--- config.mk ---
export PLATFORM = sky130hd
export DESIGN_NAME = fifo_word_break_ctrl
export DESIGN_NICKNAME = d
export VERILOG_FILES = /design/src/rtl/break_join_pkg.sv /design/src/rtl/fifo_word_break_ctrl.sv
export SDC_FILE = /design/constraint.sdc
export NUM_CORES = 1
export LEC_CHECK = 0
export ABC_CLOCK_PERIOD_IN_PS = 1700
export CAP_MARGIN = 20
export CORE_MARGIN = 4
export CORE_UTILIZATION = 35
export CTS_CLUSTER_SIZE = 16
export DETAILED_ROUTE_END_ITERATION = 6
export PLACE_DENSITY = 0.64
export SYNTH_ARGS = -nofsm -noshare
export SYNTH_HDL_FRONTEND = slang
export SYNTH_SLANG_ARGS = --single-unit
--- constraint.sdc ---
create_clock -name clock -period 1.7 [get_ports clock]
set_input_delay 0.17 -clock clock [delete_from_list [all_inputs] [get_ports clock]]
set_output_delay 0.17 -clock clock [all_outputs]
set_load 0.01 [all_outputs]
--- src/rtl/break_join_pkg.sv ---
// Shared types and helpers for the break/join path between buffer_fifo and the UART.
// The break (word -> bytes) and future join (bytes -> word) controllers both import this.
package break_join_pkg;

  typedef enum logic {
    IDLE,
    SEND
  } brk_state_t;

  localparam int DEFAULT_WORD_SIZE = 32;
  localparam int DEFAULT_BYTE_SIZE = 8;

  function automatic int num_bytes(input int word_w, input int byte_w);
    return word_w / byte_w;
  endfunction

  // A single-slice word still needs a one-bit index so the counter never collapses to zero width.
  function automatic int idx_width(input int n);
    return (n > 1) ? $clog2(n) : 1;
  endfunction

endpackage

--- src/rtl/fifo_word_break_ctrl.sv ---
// Read-side controller for buffer_fifo: pops one word and streams it to the UART TX
// as BYTE_SIZE slices, least-significant slice first, over a valid/ready handshake.
module fifo_word_break_ctrl
  import break_join_pkg::*;
#(
  parameter int WORD_SIZE = DEFAULT_WORD_SIZE,
  parameter int BYTE_SIZE = DEFAULT_BYTE_SIZE
) (
  input  logic                 clock,
  input  logic                 reset,
  input  logic                 enable,
  input  logic                 fifo_empty,
  input  logic [WORD_SIZE-1:0] fifo_data,
  output logic                 fifo_r_enable,
  output logic [BYTE_SIZE-1:0] byte_out,
  output logic                 byte_valid,
  input  logic                 byte_ready,
  output logic                 word_done,
  output logic                 busy
);

  localparam int NUM_BYTES = num_bytes(WORD_SIZE, BYTE_SIZE);
  localparam int IDX_W     = idx_width(NUM_BYTES);
  localparam logic [IDX_W-1:0] LAST_IDX = IDX_W'(NUM_BYTES - 1);

  brk_state_t           state;
  brk_state_t           state_next;
  logic [WORD_SIZE-1:0] word_reg;
  logic [WORD_SIZE-1:0] word_next;
  logic [IDX_W-1:0]     byte_idx;
  logic [IDX_W-1:0]     idx_next;
  logic                 pop;
  logic                 xfer;
  logic                 last_slice;
  logic                 can_pop;

  assign xfer       = (state == SEND) && byte_ready;
  assign last_slice = (byte_idx == LAST_IDX);
  // Reset also masks the pop strobe so the FIFO never loses a word while we are held in reset.
  assign can_pop    = enable && !fifo_empty && !reset;

  assign fifo_r_enable = pop;
  assign byte_valid    = (state == SEND);
  assign busy          = (state == SEND);

  always_ff @(posedge clock or posedge reset) begin
    if (reset) begin
      state    <= IDLE;
      word_reg <= '0;
      byte_idx <= '0;
    end else begin
      state    <= state_next;
      word_reg <= word_next;
      byte_idx <= idx_next;
    end
  end

  // A reload on the last-slice handshake keeps SEND asserted, giving back-to-back words with no bubble.
  always_comb begin
    state_next = state;
    word_next  = word_reg;
    idx_next   = byte_idx;
    pop        = 1'b0;
    word_done  = 1'b0;
    case (state)
      IDLE: begin
        if (can_pop) begin
          pop        = 1'b1;
          word_next  = fifo_data;
          idx_next   = '0;
          state_next = SEND;
        end
      end
      SEND: begin
        if (xfer) begin
          if (last_slice) begin
            word_done = 1'b1;
            if (can_pop) begin
              pop       = 1'b1;
              word_next = fifo_data;
              idx_next  = '0;
            end else begin
              state_next = IDLE;
            end
          end else begin
            idx_next = byte_idx + IDX_W'(1);
          end
        end
      end
      default: state_next = IDLE;
    endcase
  end

  always_comb begin
    byte_out = '0;
    for (int i = 0; i < NUM_BYTES; i++) begin
      if (byte_idx == IDX_W'(i)) begin
        byte_out = word_reg[i*BYTE_SIZE +: BYTE_SIZE];
      end
    end
  end

endmodule

==> metrics.md <==
| Metric | Value |
|---|---|
| Worst-Skew Late Latency | roughly 0.29 ns |
| Antenna cells | 0 |
| Effective utilization at floorplan | 37.2% |
| Total Power | approximately 4.5 mW |
| Routed wire length | 4.39 mm |
| Total clock buffers created by CTS | 5 |
| Nets | about 250 |
| Vias in the first global route | between 1000 and 1500 |
| Setup crit start kind | flip-flop |
| Die X | between 70 and 80 um |
| Core Util, Final | between 50% and 60% |
| Post-synthesis instance area | 0.00168 mm^2 |
| Max cap viols | 0 |
| Port buffer count | 48 |
| Primary FF master, synth | dfrtp_1 |
| Total core area | 0.00450 mm^2 |
| Cell taking the most area after synthesis | dfrtp_1 |
| Worst setup margin | -0.234 ns |
| Switching share of power | about a third |
| RSZ-0062 raised after global routing | yes |
| Grt total ovfl | 0 |
| Slew Viols, Final | 0 |
| P_sw | around 1.6 mW |
| Crit path required time | 1.53 ns |
| DR vias/cell | a little over 5 |
| Worst clock skew | 0.0104 ns |
| Worst Path Buf+Inv | 3 |
| Critical-path top delay cell | dfrtp_1 |
| Pleak | 1.15 nW |
| Die Y | 77.2 um |
| Placer Congestion | 0.800 |
| Power per cell area | 1690 mW/mm^2 |
| Slowest stage delay, CP | 0.41 ns |
| Synth Instances | 131 |
| Routed via count | 1302 |
| Synth unique cells | 21 |
| HP Class | primary input to asynchronous set/reset pin |
| Worst-path clk slew | around 0.08 ns |
| # H-tree levels | 2 |
| CP most frequent cell | buf_4 |
| Die area | ~0.006 mm^2 |
| Gate power share | 48.9% |
| Wire per inst | 17.0 um |
| Critical path, cell by cell | buf_4 -> ha_4 -> buf_4 -> nor2b_1 -> o31ai_1 -> buf_2 |
| Rel. slew slack | 70.3% |
| Final Setup Violations | 41 |
| Hold Vio Cnt, Final | 0 |
| Place WS | -0.445 ns |
| # DRC | 0 |
| Layout area overhead | 59.1% |
| Hold-fix buffers, CTS | 0 |
| Min Tclk post-route | 1.93 ns |
| I/O pin cnt | 49 |
| FF+latch count, synth | 35 |
| Maximum vdd ir drop | 0.000864 V |
| Flop pwr share | 34.4% |
| Avg Inst Size Synth | between 10 and 15 um^2 |
| CTS Buffer Depth | 2 |
| Worst slew pin tran | between 0.4 and 0.5 ns |
| Min Hold Slack | 0.315 ns |
| First-pass GRT wire length | 7.38 mm |
| Number of DRC markers in iteration 0 | 76 |
| Pin count of the biggest net entering global routing | 36 |
| Synth top area cells | dfrtp_1 (52%), mux2_2 (16%), mux2_1 (5.4%) |
| Crit path capture type | output port |
| Syn Nets | 172 |
| Number of synthesized flops with an enable pin | 0 |
| GRT Overall Usage | 15.9% |
| Period Utilization, post-route | 114% |
| Critical setup path kind | flip-flop to output port |
| Std-Cell Rows | 24 |
| Arr. time, crit path | 1.76 ns |
| ANT nets after route | 0 |
| Max reg flops | 32 |
| Critical path's top delay family | buffers and inverters |
| Clock share of power | 16.7% |
| Layout cells sized above 1 | 43.2% |
| Antenna violations before repair | 0 |
| Top cells by count, synth | dfrtp_1 (35), mux2_2 (24), nand2_1 (11) |
| Post-synthesis sequential area ratio | 52.3% |
| CP max FO | 8 |
| Power Internal | 2.96 mW |
| DRT Pass-1 Iters | 4 |
| FFs w/ async S/R, synth | between 90% and 100% |
| Achievable Freq | 517 MHz |
| Placed wire-length estimate | 2.98 mm |
| Failing checks | negative setup slack |
| Number of clock sinks | 35 |
| Outcome | complete, but fails checks |
| Root buf cell | clkbuf_8 |
| Yosys warnings | 0 |
| Post-synth top area share | 52.3% |
| Top-count cell post-synth | dfrtp_1 |
| CTS tree | yes |
## cells by family (layout without fill, tap and decap cells)
group,count (synthesis),count (layout),share of synthesized area [%]
DFF,35,35,52.3
and+or+nand+nor,23,23,7.47
adders and majority gates,4,4,2.99
buffers and inverters,13,88,4.48
AOI/OAI and AO/OA,24,24,11.3
muxes,32,32,21.5
## per-stage QoR
step | instance area [um^2] | TNS [ns] | cells
final | 2670 | -5.84 | 258
after global routing | 2670 | -9.49 | 258
after global placement | 2250 | -10.24 | 234
after CTS | 2610 | -5.04 | 255
after floorplan | 1680 | 0 | 131
after detailed placement | 2250 | -11.70 | 234
## power by group through the flow
stage	Clock, mW	Combinational, mW	Sequential, mW
floorplan	0	1.07	1.43
global placement	0	1.79	1.50
detailed placement	0	1.84	1.52
CTS	0.769	2.07	1.55
global route	0.816	2.42	1.61
finish	0.753	2.20	1.55
## cell usage in the layout, fill, tap and decap left out, drive strengths merged
| cell | count |
|---|---|
| clkdlybuf4s50 | 38 |
| dfrtp | 35 |
| buf | 35 |
| mux2 | 32 |
| nand2 | 11 |
| nor2b | 8 |
| a221oi | 7 |
| o31ai | 7 |
| clkbuf | 5 |
| inv | 5 |
| ha | 4 |
| a22o | 3 |
| a21oi | 3 |
| o21ai | 3 |
| or3b | 2 |
| clkinv | 2 |
| nand3b | 1 |
| a21boi | 1 |
| and3 | 1 |
| bufinv | 1 |
| bufbuf | 1 |
| clkdlybuf4s15 | 1 |
## what timing repair did
item | CTS | global route
pin swaps | 10 | 2
cloned | 3 | 0
endpoints found under the setup margin | 42 | 42
setup buffers | 10 | 3
resized for setup | 72 | 4
## metal layers
metal / wire [um] / share of wire, % / vias to the layer above / global-route usage [%]
met5: 0 / 0 / - / 0
li1: - / - / 623 / -
met1: 1880 / 43 / 633 / 19.2
met4: 65 / 1.5 / 0 / 3.91
met2: 2210 / 50 / 38 / 27.5
met3: 231 / 5.3 / 8 / 5.15
## worst min-delay path: cells and delay by family
family / cells / cell delay (ns)
buffers and inverters: 3 / 0.87
## worst paths after layout
kind | slack, ns | to | depth (start not counted) | startpoint
max in group asynchronous | 1.06 | word_reg[3]$_DFFE_PP0P_ | 3 | reset
hold / removal | 0.32 | word_reg[17]$_DFFE_PP0P_ | 3 | reset
min in group clock | 0.47 | word_reg[31]$_DFFE_PP0P_ | 2 | fifo_data[31]
hold reg to reg | 0.49 | word_reg[3]$_DFFE_PP0P_ | 1 | word_reg[3]$_DFFE_PP0P_
setup reg to reg | -0.22 | word_reg[30]$_DFFE_PP0P_ | 8 | byte_idx[0]$_DFFE_PP0P_
setup / recovery | -0.23 | byte_out[0] | 6 | byte_idx[1]$_DFFE_PP0P_
## cell type report
| cell class | count | area, um^2 |
|---|---|---|
| Fill cell | 359 | 1840 |
| Tap cell | 52 | 65.1 |
| Clock inverter | 3 | 43.8 |
| Timing Repair Buffer | 75 | 751 |
| Sequential cell | 35 | 876 |
| Clock buffer | 5 | 68.8 |
| Inverter | 5 | 18.8 |
| Multi-Input combinational cell | 83 | 843 |
(Power assumes the default switching activity.)
==> patch, RTL diff (same flow settings) <==
Change the package constant `DEFAULT_BYTE_SIZE` from 8 to 16.
--- a/src/rtl/break_join_pkg.sv
+++ b/src/rtl/break_join_pkg.sv
@@ -9,5 +9,5 @@
 
   localparam int DEFAULT_WORD_SIZE = 32;
-  localparam int DEFAULT_BYTE_SIZE = 8;
+  localparam int DEFAULT_BYTE_SIZE = 16;
 
   function automatic int num_bytes(input int word_w, input int byte_w);
Ports: changed (resized byte_out); port bits go from 49 to 57. The function was not compared with the original's and may differ.
==> patch against the unedited design <==
- power down 37%
- area after synthesis down 10%
- worst hold slack improved by 0.015 ns
- wire length down 28%
- sequential cell count fell by 1
- critical path type unchanged
- synthesized cell count down 26%
- worst setup slack better by 0.27 ns
- via count down 23%
- design area fell by 15%
==> patch: results (changes against the unedited design) <==
Layout
The layout multi-input combinational cell count is 56 (was 83). The flip-flop and latch share of the layout cell area was 0.374 (was 0.328). The count of filler cells inserted in the layout is 346 (was 359). The fraction of final layout cells sized beyond drive strength 1 is 0.412 (was 0.432). The utilization after layout is 0.557 (was 0.592). The area of the multi-input gates is 594 um2 (was 843 um2).

The relative area of clock buffers and inverters in the final design came to 0.0401 (was 0.0422).

Worst setup path
The data arrival time of the critical path is 1.49 ns (was 1.76 ns).

Drt
The wire length reported by the detailed router came to 3.15 mm (was 4.39 mm). The number of search-and-repair iterations in the first detailed-routing pass is 2 (was 4). The routed via count is 1,004 (was 1,302). The wire length on met2 is 1.54 mm (was 2.21 mm).

The met3 layer wire length in the routed design came to 264 um (was 231 um).

Placed design
The placed instance area is 2120 um2 (was 2250 um2). The final RePlAce weighted congestion is 0.768 (was 0.800). The post-placement worst setup slack was -0.251 ns (was -0.445 ns).

The total instance count after detailed placement is 204 (was 234).

Pwr
The share of power burned in registers is 0.408 (was 0.344). The highest ir drop seen on vdd is 0.680 mV (was 0.864 mV). The clock-net power is 591 uW (was 753 uW). The design internal power was 2.10 mW (was 2.96 mW). The switching power of the nets is 761 uW (was 1.55 mW).

The static leakage is 1.04 nW (was 1.15 nW).

Clocking
The number of gates resized after cts is 7 (was 72). The clock edge transition at the registers on the reported setup and hold paths was 0.06 ns (was 0.08 ns).

Synthesis
List of most frequent post-synthesis cells: 48 x sky130_fd_sc_hd__mux2_2, 34 x sky130_fd_sc_hd__dfrtp_1, 3 x sky130_fd_sc_hd__buf_6, 3 x sky130_fd_sc_hd__nand2_1, 2 x sky130_fd_sc_hd__buf_2 (was 35 x sky130_fd_sc_hd__dfrtp_1, 24 x sky130_fd_sc_hd__mux2_2, 11 x sky130_fd_sc_hd__nand2_1, 8 x sky130_fd_sc_hd__mux2_1, 8 x sky130_fd_sc_hd__nor2b_1). The total nets after synthesis is 134 (was 172). The number of instances in the synthesized netlist is 97 (was 131). The post-synthesis cell type count is 12 (was 21). Area contributors post-synth: sky130_fd_sc_hd__dfrtp_1 57%, sky130_fd_sc_hd__mux2_2 36%, sky130_fd_sc_hd__buf_6 2.3% (was sky130_fd_sc_hd__dfrtp_1 52%, sky130_fd_sc_hd__mux2_2 16%, sky130_fd_sc_hd__mux2_1 5.4%).

GRT
The global routing met3 resource utilization was 0.0561 (was 0.0515). The met1 capacity usage during global routing is 0.152 (was 0.192). The wire length of the first global-routing pass is 5.22 mm (was 7.38 mm).

The via count of the first global-routing pass is 1,156 (was 1,432). The combined global-route utilization of all metal layers is 0.127 (was 0.159). The met2 track utilization from global routing was 0.209 (was 0.275).

Timing
The final worst setup slack is 0.0394 ns (was -0.234 ns). The remaining max-slew budget at the tightest pin is 0.716 (was 0.703).

Outcome
Result of the run: complete, no violations (was finished, violations left).
patch: changes by cell type after synthesis, sizes merged, moves of 3 or more:
| cell | unedited run | this run |
|---|---|---|
| a221oi | 7 | 0 |
| a22o | 3 | 0 |
| clkbuf | 4 | 0 |
| ha | 4 | 0 |
| inv | 5 | 1 |
| mux2 | 32 | 48 |
| nand2 | 11 | 3 |
| nor2b | 8 | 0 |
| o21ai | 3 | 0 |
| o31ai | 7 | 0 |
patch: path summary, 6_finish.rpt:
path | start | to | slack, ns | cells after the start
max | byte_idx | byte_out[2] | 0.04 | 4
min | reset | busy | 0.33 | 3
min in group clock | word_reg[26] | word_reg[26] | 0.50 | 1
max in group asynchronous | reset | byte_idx | 1.05 | 3
max reg2reg | byte_idx | word_reg[28] | 0.21 | 5
min reg2reg | word_reg[26] | word_reg[26] | 0.50 | 1
patch: cells by family after synthesis:
family | synth area share
flip-flops | 0.567
AND/OR/NAND/NOR | 0.0217
buffers and inverters | 0.0367
AO/OA/AOI/OAI | 0.0142
multiplexers | 0.360
